`src/rtl/adder_i12_o7_sync.sv`:
```
`default_nettype none
// ============================================================================
// Module   : adder_i12_o7_sync
// Brief    : Exact registered 6+6-bit ripple-carry adder, flat 12-in/7-out.
// Revision : 1.0 - initial release
// ============================================================================
module adder_i12_o7_sync (
    input  logic        clk,
    input  logic        rst_n,
    input  logic        in_valid,
    input  logic [11:0] pi,
    output logic [6:0]  po,
    output logic        out_valid
);

    localparam int unsigned C_NBITS = 6;

    logic [C_NBITS-1:0] w_a;
    logic [C_NBITS-1:0] w_b;
    logic [C_NBITS-1:0] w_s;
    logic [C_NBITS:0]   w_c;
    logic [6:0]         w_sum;

    logic [6:0]         r_po;
    logic               r_out_valid;

    assign w_a    = pi[5:0];
    assign w_b    = pi[11:6];
    assign w_c[0] = 1'b0;

    // Explicit full-adder cells so the golden reference has a defined carry chain.
    for (genvar gi = 0; gi < C_NBITS; gi++) begin : g_fa
        assign w_s[gi]   = w_a[gi] ^ w_b[gi] ^ w_c[gi];
        assign w_c[gi+1] = (w_a[gi] & w_b[gi]) | (w_a[gi] & w_c[gi]) | (w_b[gi] & w_c[gi]);
    end

    assign w_sum = {w_c[C_NBITS], w_s};

    always_ff @(posedge clk) begin
        if (!rst_n) begin
            r_po        <= 7'd0;
            r_out_valid <= 1'b0;
        end else begin
            r_out_valid <= in_valid;
            if (in_valid) begin
                r_po <= w_sum;
            end
        end
    end

    assign po        = r_po;
    assign out_valid = r_out_valid;

endmodule
`default_nettype wire

```
`config.mk`:
```
export PLATFORM = sky130hd
export DESIGN_NAME = adder_i12_o7_sync
export DESIGN_NICKNAME = d
export VERILOG_FILES = /design/src/rtl/adder_i12_o7_sync.sv
export SDC_FILE = /design/constraint.sdc
export NUM_CORES = 1
export LEC_CHECK = 0
export CORE_AREA = 2 2 39 41
export DETAILED_ROUTE_END_ITERATION = 7
export DIE_AREA = 0 0 41 43
export PLACE_DENSITY = 0.67
export SLEW_MARGIN = 20
export SYNTH_ARGS = -nofsm -noshare
export SYNTH_HDL_FRONTEND = slang
export SYNTH_SLANG_ARGS = --single-unit
```
`constraint.sdc`:
```
create_clock -name clk -period 9.2 [get_ports clk]
set_input_delay 1.84 -clock clk [delete_from_list [all_inputs] [get_ports clk]]
set_output_delay 1.84 -clock clk [all_outputs]
set_load 0.02 [all_outputs]
```
======== Yosys cells after proc, flatten, opt, wreduce, memory -nomap -nowiden ========
Index checks and enable logic that the tools add are counted.
storage, ports and cells
  bits of input ports ..................... 15
  register bits after elaboration ......... 8
  output and inout bits ................... 8
cells by class
  bitwise logic cells ..................... 37
operator list
  kind         number
  $and 1x1->1  16
  $xor 1x1->1  11
  $or 1x1->1   10

======== Longest topological paths before layout ========
Gate-level depths: netlist (run 1).
  word-level depth ........................ 16
  depth in mapped cells ................... 9
  gate-level depth less buffers ........... 9

======== Least setup slack after synthesis (run 1) ========
Ideal clock, no wire load.
  kind .................................... input to register
  start ................................... in pi[0]
  end ..................................... reg r_po[5] (netlist: po[5])
  path buffers ............................ 0
  stages .................................. 9
  slack ................................... 4.985 ns
  arrival ................................. 4.157 ns
  data required time ...................... 9.142 ns
  setup time .............................. 0.058 ns
  path through ............................ ha_1 fa_1 fa_1 fa_1 fa_1 inv_1 fa_1 nand2_1 o211a_1
on the way
  cells in the longest elaborated chain, start to end .. 14
  elaborated cells between the ends (all ways) .. 18
ends and longest elaborated chain
  element               line  source
  start, declared       11    input logic [11:0] pi,
  $and 1x1->1 *         34    assign w_c[gi+1] = (w_a[gi] & w_b[gi]) | (w_a[gi] & w_c[gi]) | (w_b[gi] & w_c[gi]);
  $and 1x1->1           34
  $or 1x1->1            34
  $or 1x1->1 *          34
  $and 1x1->1           34
  $or 1x1->1            34
  $or 1x1->1 *          34
  $and 1x1->1           34
  $or 1x1->1            34
  $or 1x1->1 *          34
  $and 1x1->1           34
  $or 1x1->1            34
  $or 1x1->1 *          34
  $xor 1x1->1 *         33    assign w_s[gi] = w_a[gi] ^ w_b[gi] ^ w_c[gi];
  end signal, assigned  46    r_po <= w_sum;
  end, declared         24    logic [6:0] r_po;
Mark *: on every way between the ends. The rest lies on a longest branch, timed or not.
A chain may end at the register's enable or synchronous reset.

======== Final worst setup path (run 1) ========
Ends and elaborated chain as after synthesis.

==> results.py, run 1 <==
metrics = {
    "hold_path": {
        "hold_class": "flop to flop",
        "min-delay-start": "po[5]",
    },
    "timing": {
        "fmax_mhz": 224,
        "slew-limit-headroom_pct": 69.3,
        "setup_viol": 0,
        "finalCriticalPeriod_ps": 4470,
        "fin_skew_ps": 0,
        "rsz0062_at_grt": "no",
        "finalHoldViolCount": 0,
        "tightestPinTransition_ps": 459,
        "fin_tns_setup_ps": 0,
        "final_max_slew_viol_count": 0,
        "fin_crit_sh_pct": 48.6,
    },
    "drt": {
        "via_per_inst": 4.33,
        "ant_nets": 0,
        "wl_per_cell_um": 10.8,
        "routed_wl_um": 790,
        "drtIter0Drc": 3,
        "num_vias": 316,
        "dr.pass1.iters": 3,
        "drcViolationCount": 0,
    },
    "clocking": {
        "clockBufferDepth": 2,
        "clock_latency_ps": 250,
        "holdBufCountCts": 0,
        "cts_tree": "done",
        "cts_resized": 0,
        "htreeDepth": 1,
        "post_cts_buffers": 0,
        "clk_pin_slew_ps": 50,
        "cts.sinks": 8,
        "cts_made_buffers": 3,
        "cts-root-buf": "clkbuf_4",
    },
    "critical_path": {
        "cp-startpoint": "pi[0]",
        "end_kind": "flop",
        "cp_slowest_cell": "clkdlybuf4s50_1",
        "crit_top_cell": "fa_1",
        "critPathLaunchType": "primary input",
        "r2r_start": "po[1]",
        "path_cells": "clkdlybuf4s50_1 -> ha_1 -> fa_1 -> fa_1 -> fa_1 -> fa_1 -> inv_1 -> fa_1 -> nand2_1 -> o211a_1",
        "path_max_fanout": 1,
        "crit_arrival_ps": 4670,
        "reg2reg_slack_ps": 8570,
        "cp.required_ps": 9390,
        "max_stage_delay_ps": 400,
        "worstSetupPathType": "primary input to flop",
    },
    "pwr": {
        "clkPwrFrac_pct": 28.9,
        "swShare_pct": 26.9,
        "p_per_area_mw_per_mm2": 142,
        "p_int_uw": 68.8,
        "power.total_uw": 94.2,
        "leakage_nw": 0.291,
        "power_frac_seq_pct": 41.6,
        "vdd_drop_max_mv": 0.0745,
        "netSwitchingPower_uw": 25.4,
        "combPwrFrac_pct": 29.4,
    },
    "finish": {
        "antennaDiodeCount": 0,
        "final_cells": 73,
        "final_cell_mix": "clkdlybuf4s50_1 (22), dfxtp_1 (8), mux2i_1 (5), nor2b_1 (5), fa_1 (5)",
        "area_growth_pct": 61.1,
        "layout_commonest_cell": "clkdlybuf4s50_1",
        "fillers": 139,
        "nNetsFinal": 80,
        "drive_above_1_share_pct": 7.02,
    },
    "logic_synthesis": {
        "synth_warnings": 0,
        "postSynthAreaPerCell_um2": 12.5,
        "synthTopCellsByArea": "dfxtp_1 (39%), fa_1 (24%), mux2i_1 (12%)",
        "ys_ff_latch": 8,
        "seq_area_frac_synth_pct": 38.9,
        "synth_cells": 33,
        "synth_top_area_share_pct": 38.9,
        "yosys.area.top_type": "dfxtp_1",
        "syn_nets": 54,
        "syn_area_um2": 412,
        "synthDistinctLibCells": 10,
    },
    "global_route": {
        "antenna_found_initial": 0,
        "grt_pass1_wl_um": 1120,
        "grt_pass1_vias": 279,
        "grt_start_max_net_pins": 11,
        "grt_use_total_pct": 10.2,
        "grt-ovfl-total": 0,
    },
    "floorplanning": {
        "die_area_mm2": 0.00176,
        "core_area_mm2": 0.00138,
        "io_pins": 23,
        "initial_core_util_pct": 29.7,
        "die_w_um": 41,
        "num_rows": 14,
        "die_h_um": 43,
    },
    "run_status": {
        "outcome": "finished clean",
    },
    "placement": {
        "gp_congestion": 0.564,
        "io_buffers": 22,
        "dp_hpwl_um": 640,
        "dp_cells": 70,
    },
    "run": {
        "max_cap_viol_count": 0,
    },
}
==> cells in the mapped netlist, drive strengths merged <==
cell,count
nor2b,5
ha,1
dfxtp,8
mux2i,5
inv,3
o211a,2
and2,1
buf,1
nand2,2
fa,5
==> final timing paths <==
check | end | depth (start not counted)
setup / recovery | po[5] | 10
hold / removal | po[5] | 1
setup reg to reg | po[1] | 2
hold reg to reg | po[5] | 1
==> layer usage <==
metal	global-route usage (%)	vias to the layer above	wire length, um
met5	0	-	0
met4	8.00	0	6
met3	4.71	2	154
met2	13.1	20	304
met1	12.3	139	323
li1	-	155	-
==> per-stage QoR <==
stage	setup WS, ps	utilization [%]	instance area (um2)	hold WS [ps]
finish	4730	47.9	663	477
global placement	4500	46.3	641	471
detailed placement	4450	46.3	641	470
floorplan	4980	-	412	589
global route	4640	47.9	663	499
CTS	4710	47.9	663	483
==> worst max-delay path: cells and delay by family <==
family / cells / cell delay (ps)
AO/OA/AOI/OAI: 1 / 140
adder cells (fa/ha/maj): 6 / 2130
buffers and inverters: 2 / 470
AND/OR/NAND/NOR: 1 / 80
==> logic make-up after synthesis <==
family / after synthesis / synth area share [%]
fa+ha+maj: 6 / 27.4
simple gates: 8 / 11.2
compound gates: 2 / 4.86
flops: 8 / 38.9
mux: 5 / 12.2
buf+inv: 4 / 5.47
==> power by group through the flow <==
| stage | Sequential (mW) | Combinational, mW | Clock, mW |
|---|---|---|---|
| finish | 0.0392 | 0.0277 | 0.0272 |
| global route | 0.0396 | 0.0306 | 0.0294 |
| global placement | 0.0400 | 0.0278 | 0 |
| CTS | 0.0393 | 0.0284 | 0.0284 |
| floorplan | 0.0440 | 0.00945 | 0 |
| detailed placement | 0.0401 | 0.0283 | 0 |
==> state kept, by name, summed over array words and instances, names as in the netlist <==
| register | count |
|---|---|
| po | 7 |
| out_valid | 1 |
==> cell type report <==
class                      count  area [um2]  share of cell area, %
clock buffer                   3        22.5                   3.40
inverter                       3        11.3                   1.70
multi-input combinational     21         229                   34.5
sequential                     8         160                   24.2
tap                           16        20.0                   3.02
timing repair buffer          22         220                   33.2
(Power assumes the default switching activity.)
==> inputs of run 2 (changes only) <==
--- a/config.mk
+++ b/config.mk
@@ -8,7 +8,7 @@
 export CORE_AREA = 2 2 39 41
 export DETAILED_ROUTE_END_ITERATION = 7
 export DIE_AREA = 0 0 41 43
-export PLACE_DENSITY = 0.67
+export PLACE_DENSITY = 0.69
 export SLEW_MARGIN = 20
 export SYNTH_ARGS = -nofsm -noshare
 export SYNTH_HDL_FRONTEND = slang
==> constraint.sdc (replaced) <==
create_clock -name clk -period 3.6 [get_ports clk]
set_input_delay 0.72 -clock clk [delete_from_list [all_inputs] [get_ports clk]]
set_output_delay 0.72 -clock clk [all_outputs]
set_load 0.02 [all_outputs]
==> run 2 against run 1 <==
Clock-buffer cell count unchanged. Combinational power rose to 2.6 times the previous value. Die area did not move. Critical path depth unchanged. Register-to-register slack lost 5600 ps. Cell count did not move. Global-route usage increased by 0.88 points. Flip-flop and latch count unchanged. Non-clock buffer count is the same. Wire length down 5.7%. Cell area unchanged. Clock skew did not move. Critical path type unchanged. Critical endpoint unchanged.
==> results.py, run 2 (synthesized netlist as in run 1, its figures left out) <==
metrics = {
    "timing": {
        "slew-limit-headroom_pct": 68.6,
        "finalCriticalPeriod_ps": 3380,
        "fin_tns_setup_ps": 0,
        "final_max_slew_viol_count": 0,
        "rsz0062_at_grt": "no",
        "fin_skew_ps": 0,
        "fmax_mhz": 296,
        "tightestPinTransition_ps": 469,
        "finalHoldViolCount": 0,
        "setup_viol": 0,
        "fin_crit_sh_pct": 94.0,
    },
    "clocking": {
        "cts_resized": 0,
        "cts-root-buf": "clkbuf_4",
        "post_cts_buffers": 0,
        "htreeDepth": 1,
        "clock_latency_ps": 240,
        "holdBufCountCts": 0,
        "cts.sinks": 8,
        "cts_tree": "done",
        "cts_made_buffers": 3,
        "clockBufferDepth": 2,
        "clk_pin_slew_ps": 50,
    },
    "finish": {
        "drive_above_1_share_pct": 7.02,
        "antennaDiodeCount": 0,
        "final_cells": 73,
        "nNetsFinal": 80,
        "largest_reg_flops": 7,
        "layout_commonest_cell": "clkdlybuf4s50_1",
        "final_cell_mix": "clkdlybuf4s50_1 (22), dfxtp_1 (8), mux2i_1 (5), nor2b_1 (5), fa_1 (5)",
        "area_growth_pct": 61.1,
    },
    "pwr": {
        "p_int_uw": 176,
        "swShare_pct": 25.3,
        "power_frac_seq_pct": 42.7,
        "netSwitchingPower_uw": 59.7,
        "combPwrFrac_pct": 30.0,
        "p_per_area_mw_per_mm2": 355,
        "vdd_drop_max_mv": 0.245,
        "clkPwrFrac_pct": 27.2,
        "power.total_uw": 236,
        "leakage_nw": 0.291,
    },
    "drt": {
        "drcViolationCount": 0,
        "dr.pass1.iters": 1,
        "num_vias": 316,
        "drtIter0Drc": 0,
        "routed_wl_um": 745,
        "via_per_inst": 4.33,
        "ant_nets": 0,
        "wl_per_cell_um": 10.2,
    },
    "placement": {
        "dp_cells": 70,
        "gp_congestion": 0.589,
        "io_buffers": 22,
        "dp_hpwl_um": 620,
    },
    "floorplanning": {
        "io_pins": 23,
        "num_rows": 14,
        "core_area_mm2": 0.00138,
        "die_h_um": 43,
        "initial_core_util_pct": 29.7,
        "die_area_mm2": 0.00176,
        "die_w_um": 41,
    },
    "hold_path": {
        "min-delay-start": "po[5]",
        "hold_class": "flop to flop",
    },
    "critical_path": {
        "worstSetupPathType": "primary input to flop",
        "cp.required_ps": 3790,
        "reg2reg_slack_ps": 2980,
        "r2r_start": "po[6]",
        "path_max_fanout": 1,
        "cp-startpoint": "pi[0]",
        "crit_arrival_ps": 3570,
        "end_kind": "flop",
        "critPathLaunchType": "primary input",
    },
    "global_route": {
        "grt_pass1_wl_um": 1290,
        "grt_use_total_pct": 11.0,
        "antenna_found_initial": 0,
        "grt_start_max_net_pins": 11,
        "grt_pass1_vias": 350,
        "grt-ovfl-total": 0,
    },
    "run_status": {
        "outcome": "finished clean",
    },
    "run": {
        "max_cap_viol_count": 0,
    },
}
run 2: area by class of cell:
class	count	area [um2]
tap	16	20.0
inverter	3	11.3
sequential	8	160
fill	144	721
clock buffer	3	22.5
timing repair buffer	22	220
multi-input combinational	21	229
run 2: stage by stage:
step	hold WS [ps]	util (%)	setup WS (ps)	instance area, um2
6_report	485	47.9	218	663
3_3_place_gp	471	46.3	-38.8	641
2_1_floorplan	589	-	505	412
3_5_place_dp	469	46.3	-73.7	641
4_1_cts	481	47.9	179	663
5_1_grt	510	47.9	90.3	663
run 2: layer usage:
| layer | GRT usage [%] | share of wire, % | vias to the layer above |
|---|---|---|---|
| li1 | - | - | 155 |
| met1 | 11.9 | 42 | 141 |
| met4 | 10.0 | 1.3 | 0 |
| met3 | 3.14 | 16 | 2 |
| met5 | 0 | 0 | - |
| met2 | 16.3 | 41 | 18 |
run 2: critical path: stages:
cell and delay (ps):
clkdlybuf4s50_1 400, ha_1 210, fa_1 380, fa_1 390, fa_1 400, fa_1 370, inv_1 80, fa_1 410
nand2_1 80, o211a_1 140
run 2: final timing paths:
check / end / cells past startpoint
worst max-delay path: po[5] / 10
worst min-delay path: po[5] / 1
worst max register to register: po[6] / 1
worst min register to register: po[5] / 1
run 2: power groups by stage:
stage               clock network [mW]  registers [mW]  logic, mW
finish                          0.0642           0.101     0.0708
global route                    0.0722           0.101     0.0793
CTS                             0.0670           0.101     0.0728
detailed placement                   0           0.102     0.0726
global placement                     0           0.102     0.0706
floorplan                            0           0.112     0.0241
